`config.mk`:
```
export PLATFORM = sky130hd
export DESIGN_NAME = mips_alu
export DESIGN_NICKNAME = d
export VERILOG_FILES = /design/src/rtl/alu_pkg.sv /design/src/rtl/alu_addsub.sv /design/src/rtl/mips_alu.sv
export SDC_FILE = /design/constraint.sdc
export NUM_CORES = 1
export LEC_CHECK = 0
export CAP_MARGIN = 30
export CORE_UTILIZATION = 40
export DETAILED_ROUTE_END_ITERATION = 8
export PLACE_DENSITY = 0.71
export SETUP_SLACK_MARGIN = 0.3
export SLEW_MARGIN = 10
export SYNTH_ARGS = -nofsm -noshare
export SYNTH_HDL_FRONTEND = slang
export SYNTH_SLANG_ARGS = --single-unit
```
`constraint.sdc`:
```
create_clock -name clk -period 13.85 [get_ports clk]
set_input_delay 4.155 -clock clk [delete_from_list [all_inputs] [get_ports clk]]
set_output_delay 4.155 -clock clk [all_outputs]
set_load 0.05 [all_outputs]
```
`src/rtl/alu_pkg.sv`:
```
// alu_pkg: ALU control codes and default datapath width shared by the ALU and the control decoder.
package alu_pkg;
   localparam int WIDTH_DEF = 32;
   typedef enum logic [2:0] {
      ALU_AND      = 3'b000,
      ALU_OR       = 3'b001,
      ALU_ADD      = 3'b010,
      ALU_RSVD_XOR = 3'b011,
      ALU_ANDN     = 3'b100,
      ALU_ORN      = 3'b101,
      ALU_SUB      = 3'b110,
      ALU_SLT      = 3'b111
   } alu_op_e;
endpackage

```
`src/rtl/alu_addsub.sv`:
```
// alu_addsub: shared adder/subtractor producing sum, signed overflow and the signed less-than bit.
module alu_addsub import alu_pkg::*; #(
   parameter int WIDTH = WIDTH_DEF
) (
   input  logic [WIDTH-1:0] a,
   input  logic [WIDTH-1:0] b,
   input  logic             sub,
   output logic [WIDTH-1:0] sum,
   output logic             ovf,
   output logic             lt
);
   logic [WIDTH-1:0] w_b;
   assign w_b = b ^ {WIDTH{sub}};
   assign sum = a + w_b + WIDTH'(sub);
   assign ovf = (a[WIDTH-1] == w_b[WIDTH-1]) && (sum[WIDTH-1] != a[WIDTH-1]);
   // sign of the difference corrected by overflow keeps the signed compare exact
   assign lt  = sum[WIDTH-1] ^ ovf;
endmodule

```
`src/rtl/mips_alu.sv`:
```
// mips_alu: combinational 32-bit MIPS ALU with a registered sticky overflow bit.
// Define ALU_XOR_EN to make opcode 011 perform A ^ B; otherwise it returns 0.
module mips_alu import alu_pkg::*; #(
   parameter int WIDTH = WIDTH_DEF
) (
   input  logic             clk,
   input  logic             rst,
   input  logic [WIDTH-1:0] srcA,
   input  logic [WIDTH-1:0] srcB,
   input  logic [2:0]       opcode,
   input  logic             ovf_clr,
   output logic [WIDTH-1:0] result,
   output logic             zero_flag,
   output logic             overflow,
   output logic             ovf_sticky
);
   logic [WIDTH-1:0] w_sum;
   logic             w_ovf;
   logic             w_lt;
   logic             r_ovf_sticky;
   alu_op_e          w_op;

   assign w_op = alu_op_e'(opcode);

   alu_addsub #(.WIDTH(WIDTH)) u_addsub (
      .a   (srcA),
      .b   (srcB),
      .sub (opcode[2]),
      .sum (w_sum),
      .ovf (w_ovf),
      .lt  (w_lt)
   );

   always_comb begin
      result = '0;
      case (w_op)
         ALU_AND:      result = srcA & srcB;
         ALU_OR:       result = srcA | srcB;
         ALU_ADD:      result = w_sum;
`ifdef ALU_XOR_EN
         ALU_RSVD_XOR: result = srcA ^ srcB;
`else
         ALU_RSVD_XOR: result = '0;
`endif
         ALU_ANDN:     result = srcA & ~srcB;
         ALU_ORN:      result = srcA | ~srcB;
         ALU_SUB:      result = w_sum;
         ALU_SLT:      result = {{(WIDTH-1){1'b0}}, w_lt};
         default:      result = '0;
      endcase
   end

   assign zero_flag  = (result == '0);
   assign overflow   = ((w_op == ALU_ADD) || (w_op == ALU_SUB)) && w_ovf;
   assign ovf_sticky = r_ovf_sticky;

   // a fresh overflow outranks a simultaneous clear
   always_ff @(posedge clk) begin
      if (rst) r_ovf_sticky <= 1'b0;
      else     r_ovf_sticky <= (r_ovf_sticky & ~ovf_clr) | overflow;
   end
endmodule

```
* Word level (Yosys, flattened, before mapping)
Index checks and enable logic that the tools add are counted.
** Word-level totals
- Logic and storage cells :: 29
- Register bits :: 1
** Operators by class
- Reduce and logical (&&, ||, !) cells :: 6
- Equal/unequal tests :: 9
- Add/subtract/negate cells :: 2
- Mux-type cells :: 1
- Bitwise gates (word level) :: 10
** Operators with widths (count)
- $pmux 32 s7 :: 1
- $and 32x32->32 :: 2
- $or 32x32->32 :: 2
- $add 32x1->32 :: 1
- $add 32x32->32 :: 1
- $logic_not 32->1 :: 1
- $not 32->32 :: 1
- $xor 32x32->32 :: 1
- $eq 3x3->1 const B :: 4
- $eq 3x2->1 const B :: 2
- $eq 3x1->1 const B :: 1
- $logic_not 3->1 :: 1
- $logic_and 1x1->1 :: 2
- $reduce_or 2->1 :: 1
- $and 1x1->1 :: 1
- $eq 1x1->1 :: 1
- $logic_or 1x1->1 :: 1
- $ne 1x1->1 :: 1
- $not 1->1 :: 1
- $or 1x1->1 :: 1
- $xor 1x1->1 :: 1

* Depth between registers and ports, before layout
Gate-level depths: netlist of the first run.
- Word-level depth :: 8
- Gate-level depth with buffers :: 15
- Mapped depth without buffers :: 12

* Hierarchy
From an unflattened synthesis of the first run, not the netlist that was laid out.
** Unflattened totals
- Cells, all modules :: 426
- Area, all modules :: 3189.3 µm²
** By module, submodules not included
- alu_addsub :: cells each 295, times used 1, area an instance 2072.0 µm²
- mips_alu :: cells each 131, times used 1, area an instance 1117.3 µm²

* Least setup slack after synthesis of the first run
Ideal clock, no wire load.
- Kind :: input -> output
- From :: input opcode[2]
- To :: output zero_flag
- Path slack :: 950 ps
- Required time :: 9695 ps
- Arrival time :: 8745 ps
- Cell stages on the path :: 14
- Cells stage by stage :: buf_2 buf_1 buf_2 xor2_1 ha_1 a21oi_1 o221ai_1 a221oi_1 a41o_1 and2_4 mux2_4 a221o_1 or3_1 nor3_2
** On the way
- Elaborated cells between the ends (all ways) :: 18
- Classes of those cells :: 2 x add/sub; 9 x eq/ne; 1 x mux; 2 x bitwise; 4 x reduce/logical
** RTL lines
- start, declared :: line mips_alu.sv:10 : input logic [2:0] opcode,
- $xor 32x32->32 :: line alu_addsub.sv:13 : assign w_b = b ^ {WIDTH{sub}};
- $add 32x32->32 :: line alu_addsub.sv:14 : assign sum = a + w_b + WIDTH'(sub);
- $add 32x1->32 :: line alu_addsub.sv:14
- $pmux 32 s7 * :: line mips_alu.sv:36 : case (w_op)
- via result[31] :: line mips_alu.sv:12 : output logic [WIDTH-1:0] result,
- $logic_not 32->1 * :: line mips_alu.sv:53 : assign zero_flag = (result == '0);
- end, declared :: line mips_alu.sv:13 : output logic zero_flag,
The timed path passes the listed nets; every way through them passes the cells marked *.

* Worst setup path in the final report of the first run
- From :: input opcode[2]
- To :: output zero_flag
** On the way
- Longest elaborated chain between the ends :: 8
- Elaborated cells between the ends (all ways) :: 18
- Classes of those cells :: 2 x add/sub; 9 x eq/ne; 1 x mux; 2 x bitwise; 4 x reduce/logical
** RTL lines
- $xor 32x32->32 :: line alu_addsub.sv:13
- $add 32x32->32 :: line alu_addsub.sv:14
- $add 32x1->32 :: line alu_addsub.sv:14
- $ne 1x1->1 :: line alu_addsub.sv:15 : assign ovf = (a[WIDTH-1] == w_b[WIDTH-1]) && (sum[WIDTH-1] != a[WIDTH-1]);
- $logic_and 1x1->1 :: line alu_addsub.sv:15
- $xor 1x1->1 :: line alu_addsub.sv:17 : assign lt = sum[WIDTH-1] ^ ovf;
- $pmux 32 s7 * :: line mips_alu.sv:36
- $logic_not 32->1 * :: line mips_alu.sv:53
Mark *: on every way between the ends. The rest lies on a longest branch, timed or not.

==> key figures, run 1 <==
Setup path
  – Crit-path most repeated cell: nand2_1
  – CP arrival: between 8000 and 9000 ps
  – CP max stage delay: between 800 and 900 ps
  – Slowest-stage cell, CP: clkdlybuf4s50_1
  – Crit path capture type: output port
  – CP delay by family, top: buffers and inverters
  – CP cell instances: buf_2 -> buf_4 -> xor2_1 -> ha_1 -> nand2_1 -> nor4_1 -> nand2_1 -> o31ai_1 -> o22ai_1 -> mux2i_1 -> a2111oi_0 -> o2111ai_1 -> nor3_2 -> clkdlybuf4s50_1
  – Crit Path Class: input pin to output port
  – CP required: slightly below 10000 ps
  – CP Max Fanout: 28
  – Worst path bufs/invs: 3
  – Startpoint Class: input pin

Global route
  – Number of global-route vias before repair: between 3000 and 4000
  – Total GRT Usage: 0.2708
  – Global-route wire length before repair: about 19000 µm
  – Initial antenna violation count: 0
  – Largest net degree at the start of global routing: 29
  – Congestion Overflow GR: 0

Layout
  – Fraction of layout cells with a size suffix above 1: 0.03839
  – Area grow syn2layout: 32.88%
  – Layout fillers: 781
  – Final nets: between 600 and 700
  – Max reg flops: 1
  – Antenna Cells: 0

Logic synthesis
  – Mapped Area: between 3000 and 4000 µm²
  – Cell count after synthesis: ~490
  – Top cell type's share of synthesized area: 0.1281
  – Post-synthesis register bit count: 1
  – Most used DFF post-synth: dfxtp_1
  – Post-Syn Nets: between 500 and 600
  – Yosys warns: 0
  – Synth unique cells: 67
  – Number of flops mapped to enable cells by yosys: 0
  – Synth top area cells: ha_1 13%, xor2_1 10%, maj3_1 7.5%
  – Cell taking the most area after synthesis: ha_1
  – Syn avg cell area: slightly below 7 µm²
  – Async set-or-reset flop fraction in the synthesized netlist: 0
  – Share of the yosys chip area belonging to registers: 0.006026

Route
  – Drt via density: 6.133
  – Routed length per instance: 18.18 µm
  – Drt first pass iters: 5
  – Remaining routing DRC violations: 0
  – Vias: around 4100
  – Final wirelength: ~12000 µm
  – Final ANT Viol Nets: 0
  – Starting DRC count in detailed routing: ~250

Place
  – GPL Wtd Cong: 0.9199
  – Port-buffer cells: 104
  – HPWL after DPL: about 10000 µm

Timing
  – Slew Viols, Final: 0
  – Setup_tns: 0 ps
  – Final Skew: 0 ps
  – Final hold vios: 0
  – Max_slew headroom: 0.3652
  – RSZ-0062 raised after global routing: no
  – Worst Tran Pin Value: 949.3 ps
  – Min cycle time layout: about 13000 ps
  – Setup violators final: 0
  – Achievable frequency: around 0.077 GHz
  – Tcrit/Tclk final: 0.9438

Power and ir drop
  – Sequential fraction of design power: 0.010
  – Total power: between 0.3 and 0.4 mW
  – Net Sw Power: between 0.15 and 0.2 mW
  – Combinational cell fraction of total power: 0.990
  – Worst VDD drop: 0.04418 mV
  – Clock Power Share: 0
  – Switch share: 0.6088
  – Leak: roughly 1.7 nW
  – Internal: 0.1236 mW
  – Power density cells: between 70 and 80 nW/µm²

Clock tree
  – CTS resizes: 0
  – Cts hold-fix bufs: 0
  – Clock transition at path regs: 0 ps
  – Post-CTS setup buffer count: 0
  – Clk_lat worst skew: 0 ps

Floorplanning
  – Top Ports: approximately 110
  – Die Ht: approximately 93 µm
  – Core footprint: between 7000 and 8000 µm²
  – Std cell rows: 32
  – Die area: ~8700 µm²
  – Die X: 93.13 µm
  – Initial core utilization: 0.4212

Job
  – Maxcap violations: 0

Outcome
  – Status: finished, final reports clean

Worst hold path
  – HP Class: flop to flop
-- power by group through the flow --
stage	sequential (mW)	combinational [mW]	clock, mW
floorplan	0.00359	0.214	0
global placement	0.00312	0.306	0
detailed placement	0.00314	0.307	0
CTS	0.00314	0.309	0
global route	0.00316	0.334	0
finish	0.00314	0.313	0
-- cell usage in the layout, fill, tap and decap left out, drive strengths merged, types with 9 or more instances in the layout --
| master | netlist | final |
|---|---|---|
| nand2 | 57 | 57 |
| ha | 34 | 34 |
| xor2 | 38 | 38 |
| o211ai | 9 | 9 |
| nor2 | 34 | 34 |
| a21oi | 44 | 44 |
| nand4 | 14 | 14 |
| inv | 21 | 21 |
| maj3 | 25 | 25 |
| xnor2 | 14 | 14 |
| o21ai | 40 | 40 |
| a21o | 11 | 11 |
| clkdlybuf4s50 | 0 | 103 |
| nand3 | 12 | 12 |
-- worst paths after layout --
path	start	endpoint	slack [ps]	cells after the start
setup / recovery	opcode[2]	zero_flag	780	14
hold / removal	ovf_sticky	ovf_sticky	580	3
setup reg to reg	ovf_sticky	ovf_sticky	13160	3
hold reg to reg	ovf_sticky	ovf_sticky	580	3
-- metrics by stage --
stage	util	cell area [µm²]	setup WS [ps]	std cells	hold WS [ps]
CTS	0.5596	4414	868.5	675	584.1
global route	0.5596	4414	595.5	675	651.7
floorplan	-	3322	949.7	491	791.1
global placement	0.5596	4414	854.6	675	568.7
detailed placement	0.5596	4414	859.8	675	582.4
finish	0.5596	4414	778.6	675	576.8
-- tightest hold or removal path, stage by stage (launching register included) --
cell     delay (ps)
dfxtp_1         290
inv_1            50
o22ai_1          70
nor2b_1         120
-- layer usage --
layer,global-route usage,up-vias,part of all wire
met3,0.01382,17,0.054
met4,0.04872,0,0.016
met1,0.3804,1965,0.47
met2,0.4589,147,0.46
li1,-,2011,-
met5,0,-,0
-- cells in the mapped netlist, types with 8 or more instances --
library cell,n
inv_1,20
ha_1,34
xnor2_1,14
buf_2,9
nor2_1,34
clkbuf_1,15
o211ai_1,8
xor2_1,38
maj3_1,25
o21ai_0,39
a21o_1,9
nand2_1,57
nand3_1,12
nand4_1,13
a21oi_1,44
-- kinds of logic (layout without fill, tap and decap cells) --
kind of cell	Yosys count	in the layout	share of synthesized area
adders and majority gates	60	60	0.2094
muxes	6	6	0.01996
buffers and inverters	49	131	0.05875
AOI/OAI and AO/OA	166	166	0.3364
and+or+nand+nor	157	157	0.2324
xor gates and xnor gates	52	52	0.1371
DFF	1	1	0.006027
-- area by class of cell --
type,instances,area (µm²),share of cell area
multi-input combinational,441,3107,0.7038
timing repair buffer,110,1081,0.2449
tap,102,127.6,0.02891
inverter,21,78.83,0.01786
sequential,1,20.02,0.004535
No activity file was read; power rests on OpenSTA's default activity.
==> run 2, diff against run 1 <==
--- a/config.mk
+++ b/config.mk
@@ -8,6 +8,7 @@
 export CAP_MARGIN = 30
 export CORE_UTILIZATION = 40
 export DETAILED_ROUTE_END_ITERATION = 8
+export GPL_ROUTABILITY_DRIVEN = 0
 export PLACE_DENSITY = 0.71
 export SETUP_SLACK_MARGIN = 0.3
 export SLEW_MARGIN = 10
==> key figures, run 2 (synthesis gave the netlist of run 1 again) <==
Floorplanning
  – Die X: 93.13 µm
  – Core footprint: 7888 µm²
  – Die Ht: ~93 µm
  – Std cell rows: 32
  – Die area: roughly 8700 µm²
  – Top Ports: 105
  – Initial core utilization: 0.4212

Timing
  – Max_slew headroom: 0.4159
  – Final hold vios: 0
  – Final Skew: 0 ps
  – Min cycle time layout: approximately 13000 ps
  – Setup_tns: 0 ps
  – Tcrit/Tclk final: 0.9347
  – Achievable frequency: 0.07724 GHz
  – Slew Viols, Final: 0
  – RSZ-0062 raised after global routing: no
  – Hold_ws: ~580 ps
  – Setup violators final: 0
  – Worst Tran Pin Value: slightly below 900 ps

Place
  – Dpl cell area: roughly 4400 µm²
  – Placed cell count: ~670
  – Port-buffer cells: 104
  – HPWL after DPL: 9042 µm

Global route
  – Initial antenna violation count: 0
  – Number of global-route vias before repair: 3991
  – Total GRT Usage: 0.2607
  – Largest net degree at the start of global routing: 39
  – Global-route wire length before repair: ~19000 µm
  – Congestion Overflow GR: 0

Power and ir drop
  – Worst VDD drop: between 0.04 and 0.05 mV
  – Leak: between 1.5 and 2 nW
  – Internal: roughly 0.12 mW
  – Clock Power Share: 0
  – Net Sw Power: roughly 0.19 mW
  – Combinational cell fraction of total power: 0.990
  – Sequential fraction of design power: 0.010
  – Switch share: 0.6039
  – Power density cells: 70.71 nW/µm²

Setup path
  – CP Max Fanout: 20
  – Crit path capture type: output port
  – CP startpoint: opcode[2]
  – Worst R2R Start: ovf_sticky
  – CP arrival: approximately 8800 ps
  – Crit Path Class: input pin to output port
  – Worst r2r path cells: 3
  – CP required: around 9700 ps
  – Startpoint Class: input pin

Route
  – Routed length per instance: 16.81 µm
  – Vias: between 4000 and 5000
  – Final wirelength: 11340 µm
  – Drt via density: 6.090
  – Drt first pass iters: 5
  – Remaining routing DRC violations: 0
  – Starting DRC count in detailed routing: between 200 and 250
  – Final ANT Viol Nets: 0

Layout
  – Final instance area: approximately 4400 µm²
  – Area of the multi-input gates: around 3100 µm²
  – Register area: between 20 and 25 µm²
  – Final nets: slightly below 700
  – Antenna Cells: 0
  – Area grow syn2layout: 33.48%
  – Non-filler cells, final: 675
  – Layout fillers: between 700 and 800
  – Commonest cells after routing, fill and taps aside: 103 x clkdlybuf4s50_1, 57 x nand2_1, 44 x a21oi_1
  – Most common cell after layout, fill and taps aside: clkdlybuf4s50_1
  – Fraction of layout cells with a size suffix above 1: 0.03839
  – Max reg flops: 1
  – Fin util: 0.5622

Clock tree
  – Clock transition at path regs: 0 ps
  – Post-CTS setup buffer count: 0
  – Clk_lat worst skew: 0 ps
  – CTS resizes: 0
  – Cts hold-fix bufs: 0

Worst hold path
  – Hold Crit Start: ovf_sticky
  – Hold Crit Depth: 3
  – HP Class: flop to flop

Job
  – Maxcap violations: 0

Outcome
  – Status: finished, final reports clean
-- run 2: cell counts in the layout (fill, tap and decap cells not counted) --
Identical to the previous run, type by type.
-- run 2: per-layer routing --
layer	part of all wire	GRT usage
met5	0	0
met4	0.021	0.06026
met2	0.45	0.4289
met1	0.46	0.3677
met3	0.062	0.01951
-- run 2: path summary, 6_finish.rpt --
path              slack, ps          to
setup / recovery        900   zero_flag
hold / removal          580  ovf_sticky
setup reg to reg      13150  ovf_sticky
hold reg to reg         580  ovf_sticky
-- run 2: power by group through the flow --
stage          registers [mW]  clock network (mW)  logic (mW)
2_1_floorplan         0.00359                   0       0.214
3_3_place_gp          0.00313                   0       0.301
3_5_place_dp          0.00313                   0       0.304
4_1_cts               0.00313                   0       0.306
5_1_grt               0.00314                   0       0.335
6_report              0.00313                   0       0.310
-- run 2: layout make-up --
class                   instances  area share
multi-input cells             441      0.7006
inverters                      21     0.01778
well taps                     102     0.02878
flip-flops and latches          1    0.004515
repair buffers                110      0.2483
-- run 2: per-stage QoR --
| step | worst slack (ps) | total power [mW] |
|---|---|---|
| after floorplan | 949.7 | 0.2181 |
| after global placement | 805.8 | 0.3044 |
| after detailed placement | 709.4 | 0.3072 |
| after CTS | 698.5 | 0.3088 |
| after global routing | 633.1 | 0.3386 |
| final | 904.0 | 0.3135 |
-- run 2: worst max-delay path: stages --
cell and delay (ps):
buf_2 440, buf_16 240, xor2_1 230, ha_1 350, a21oi_1 250, o21ai_1 160
a221oi_1 530, a41o_1 310, and2_4 160, mux2_4 280, a221o_1 350, or3_1 340
nor3_2 160, clkdlybuf4s50_1 820
==> run 3, diff against run 2 <==
--- a/config.mk
+++ b/config.mk
@@ -5,11 +5,12 @@
 export SDC_FILE = /design/constraint.sdc
 export NUM_CORES = 1
 export LEC_CHECK = 0
+export ABC_AREA = 1
 export CAP_MARGIN = 30
 export CORE_UTILIZATION = 40
 export DETAILED_ROUTE_END_ITERATION = 8
 export GPL_ROUTABILITY_DRIVEN = 0
-export PLACE_DENSITY = 0.71
+export PLACE_DENSITY = 0.68
 export SETUP_SLACK_MARGIN = 0.3
 export SLEW_MARGIN = 10
 export SYNTH_ARGS = -nofsm -noshare
==> key figures, run 3 <==
Job
  – Maxcap violations: 0

Global route
  – Initial antenna violation count: 0
  – Largest net degree at the start of global routing: 36
  – Number of global-route vias before repair: 5002
  – Global-route wire length before repair: 23430 µm
  – Total GRT Usage: 0.2854
  – Congestion Overflow GR: 0

Logic synthesis
  – Share of the yosys chip area belonging to registers: 0.005096
  – Post-Syn Nets: 873
  – Post-synthesis register bit count: 1
  – Syn avg cell area: 5.116 µm²
  – Synth top cells by count: 243 x nand2_1, 129 x inv_1, 77 x nor2_1
  – Yosys warns: 0
  – Async set-or-reset flop fraction in the synthesized netlist: 0
  – Synth top area cells: nand2_1 23%, inv_1 12%, ha_1 11%
  – Cell taking the most area after synthesis: nand2_1
  – Cell count after synthesis: ~770
  – Top cell type's share of synthesized area: 0.2322
  – Most common cell in the synthesized netlist: nand2_1
  – Mapped Area: between 3000 and 4000 µm²
  – Most used DFF post-synth: dfxtp_1
  – Synth unique cells: 41
  – Number of flops mapped to enable cells by yosys: 0

Timing
  – RSZ-0062 raised after global routing: no
  – Min cycle time layout: 12420 ps
  – Tcrit/Tclk final: 0.8966
  – Final Skew: 0 ps
  – Slew Viols, Final: 0
  – Final hold vios: 0
  – Hold_ws: ~460 ps
  – Max_slew headroom: 0.5336
  – Achievable frequency: 0.08053 GHz
  – Worst Tran Pin Value: between 600 and 700 ps
  – Setup_tns: 0 ps
  – Setup violators final: 0

Layout
  – Final instance area: about 5100 µm²
  – Register area: ~20 µm²
  – Antenna Cells: 0
  – Most common cell after layout, fill and taps aside: nand2_1
  – Fraction of layout cells with a size suffix above 1: 0.05104
  – Commonest cells after routing, fill and taps aside: 243 x nand2_1, 129 x inv_1, 103 x clkdlybuf4s50_1
  – Non-filler cells, final: between 900 and 1000
  – Area of the multi-input gates: about 3300 µm²
  – Max reg flops: 1
  – Area grow syn2layout: 29.49%
  – Final nets: between 900 and 1000
  – Layout fillers: a little over 1000
  – Fin util: 0.5429

Worst hold path
  – HP Class: flop to flop

Route
  – Starting DRC count in detailed routing: 373
  – Vias: roughly 5200
  – Remaining routing DRC violations: 0
  – Final wirelength: between 10000 and 15000 µm
  – Final ANT Viol Nets: 0
  – Drt via density: about 5.3
  – Routed length per instance: approximately 15 µm
  – Drt first pass iters: 6

Place
  – HPWL after DPL: 11800 µm
  – Port-buffer cells: about 100
  – Dpl cell area: slightly above 5000 µm²
  – Placed cell count: approximately 1000

Clock tree
  – Cts hold-fix bufs: 0
  – CTS resizes: 0
  – Post-CTS setup buffer count: 0
  – Clock transition at path regs: 0 ps
  – Clk_lat worst skew: 0 ps

Outcome
  – Status: finished, final reports clean

Setup path
  – Startpoint Class: input pin
  – CP arrival: between 8000 and 9000 ps
  – CP cell instances: buf_2 -> buf_16 -> xnor2_1 -> inv_1 -> fa_1 -> nand3_1 -> nand3_1 -> nand3_1 -> nand3_1 -> o21ai_0 -> o211ai_1 -> nor2_1 -> nand2_1 -> nor2_1 -> nand2_1 -> nor2_1 -> clkdlybuf4s50_1
  – Crit Path Class: input pin to output port
  – Crit-path most repeated cell: nand3_1
  – CP required: just under 10000 ps
  – Crit path capture type: output port
  – CP Max Fanout: 20
  – CP max stage delay: 820 ps
  – Slowest-stage cell, CP: clkdlybuf4s50_1

Floorplanning
  – Top Ports: ~110
  – Std cell rows: 35
  – Die Ht: ~100 µm
  – Initial core utilization: 0.4192
  – Die X: slightly above 100 µm
  – Core footprint: around 9400 µm²
  – Die area: around 10000 µm²

Power and ir drop
  – Worst VDD drop: ~0.035 mV
  – Leak: 2.704 nW
  – Power density cells: 61.24 nW/µm²
[run 3: through the flow]
step / total power, mW / setup slack (ps)
detailed placement: 0.3046 / 1292
CTS: 0.3062 / 1275
finish: 0.3115 / 1432
global placement: 0.3021 / 1339
global route: 0.3402 / 1199
floorplan: 0.2097 / 2083
[run 3: power breakdown]
group / internal [mW] / leakage (nW) / switching [mW]
Combinational: 0.107 / 2.70 / 0.202
Sequential: 0.00312 / 0.00814 / 0.0000867
Clock: 0 / 0 / 0
[run 3: worst max-delay path: cells and delay by family]
family                     cells  cell delay [ps]
AOI/OAI and AO/OA              2              450
buffers and inverters          4             1620
and+or+nand+nor                9             1340
xor gates and xnor gates       1              170
adders and majority gates      1              530
[run 3: path summary, 6_finish.rpt]
| check | from | end | slack [ps] | depth (start not counted) |
|---|---|---|---|---|
| max | opcode[2] | zero_flag | 1430 | 17 |
| min | ovf_sticky | ovf_sticky | 460 | 2 |
| max reg2reg | ovf_sticky | ovf_sticky | 13290 | 2 |
| min reg2reg | ovf_sticky | ovf_sticky | 460 | 2 |
[run 3: layout make-up]
type,count,area share
Inverter,135,0.09961
Multi-Input combinational cell,618,0.6513
Sequential cell,1,0.003935
Tap cell,129,0.03173
Timing Repair Buffer,108,0.2135
[run 3: routing by layer]
layer	vias up	wire, µm	track usage
met5	-	0	0
met4	0	244	0.04682
met3	22	1083	0.02427
met2	217	6630	0.4982
met1	2364	6671	0.3862
li1	2618	-	-
[run 3: logic make-up after synthesis]
logic type	after synthesis	synth area share
buffers and inverters	149	0.1516
adders and majority gates	35	0.1134
and+or+nand+nor	425	0.4713
DFF	1	0.005096
AOI/OAI and AO/OA	120	0.1739
xor gates and xnor gates	38	0.08471
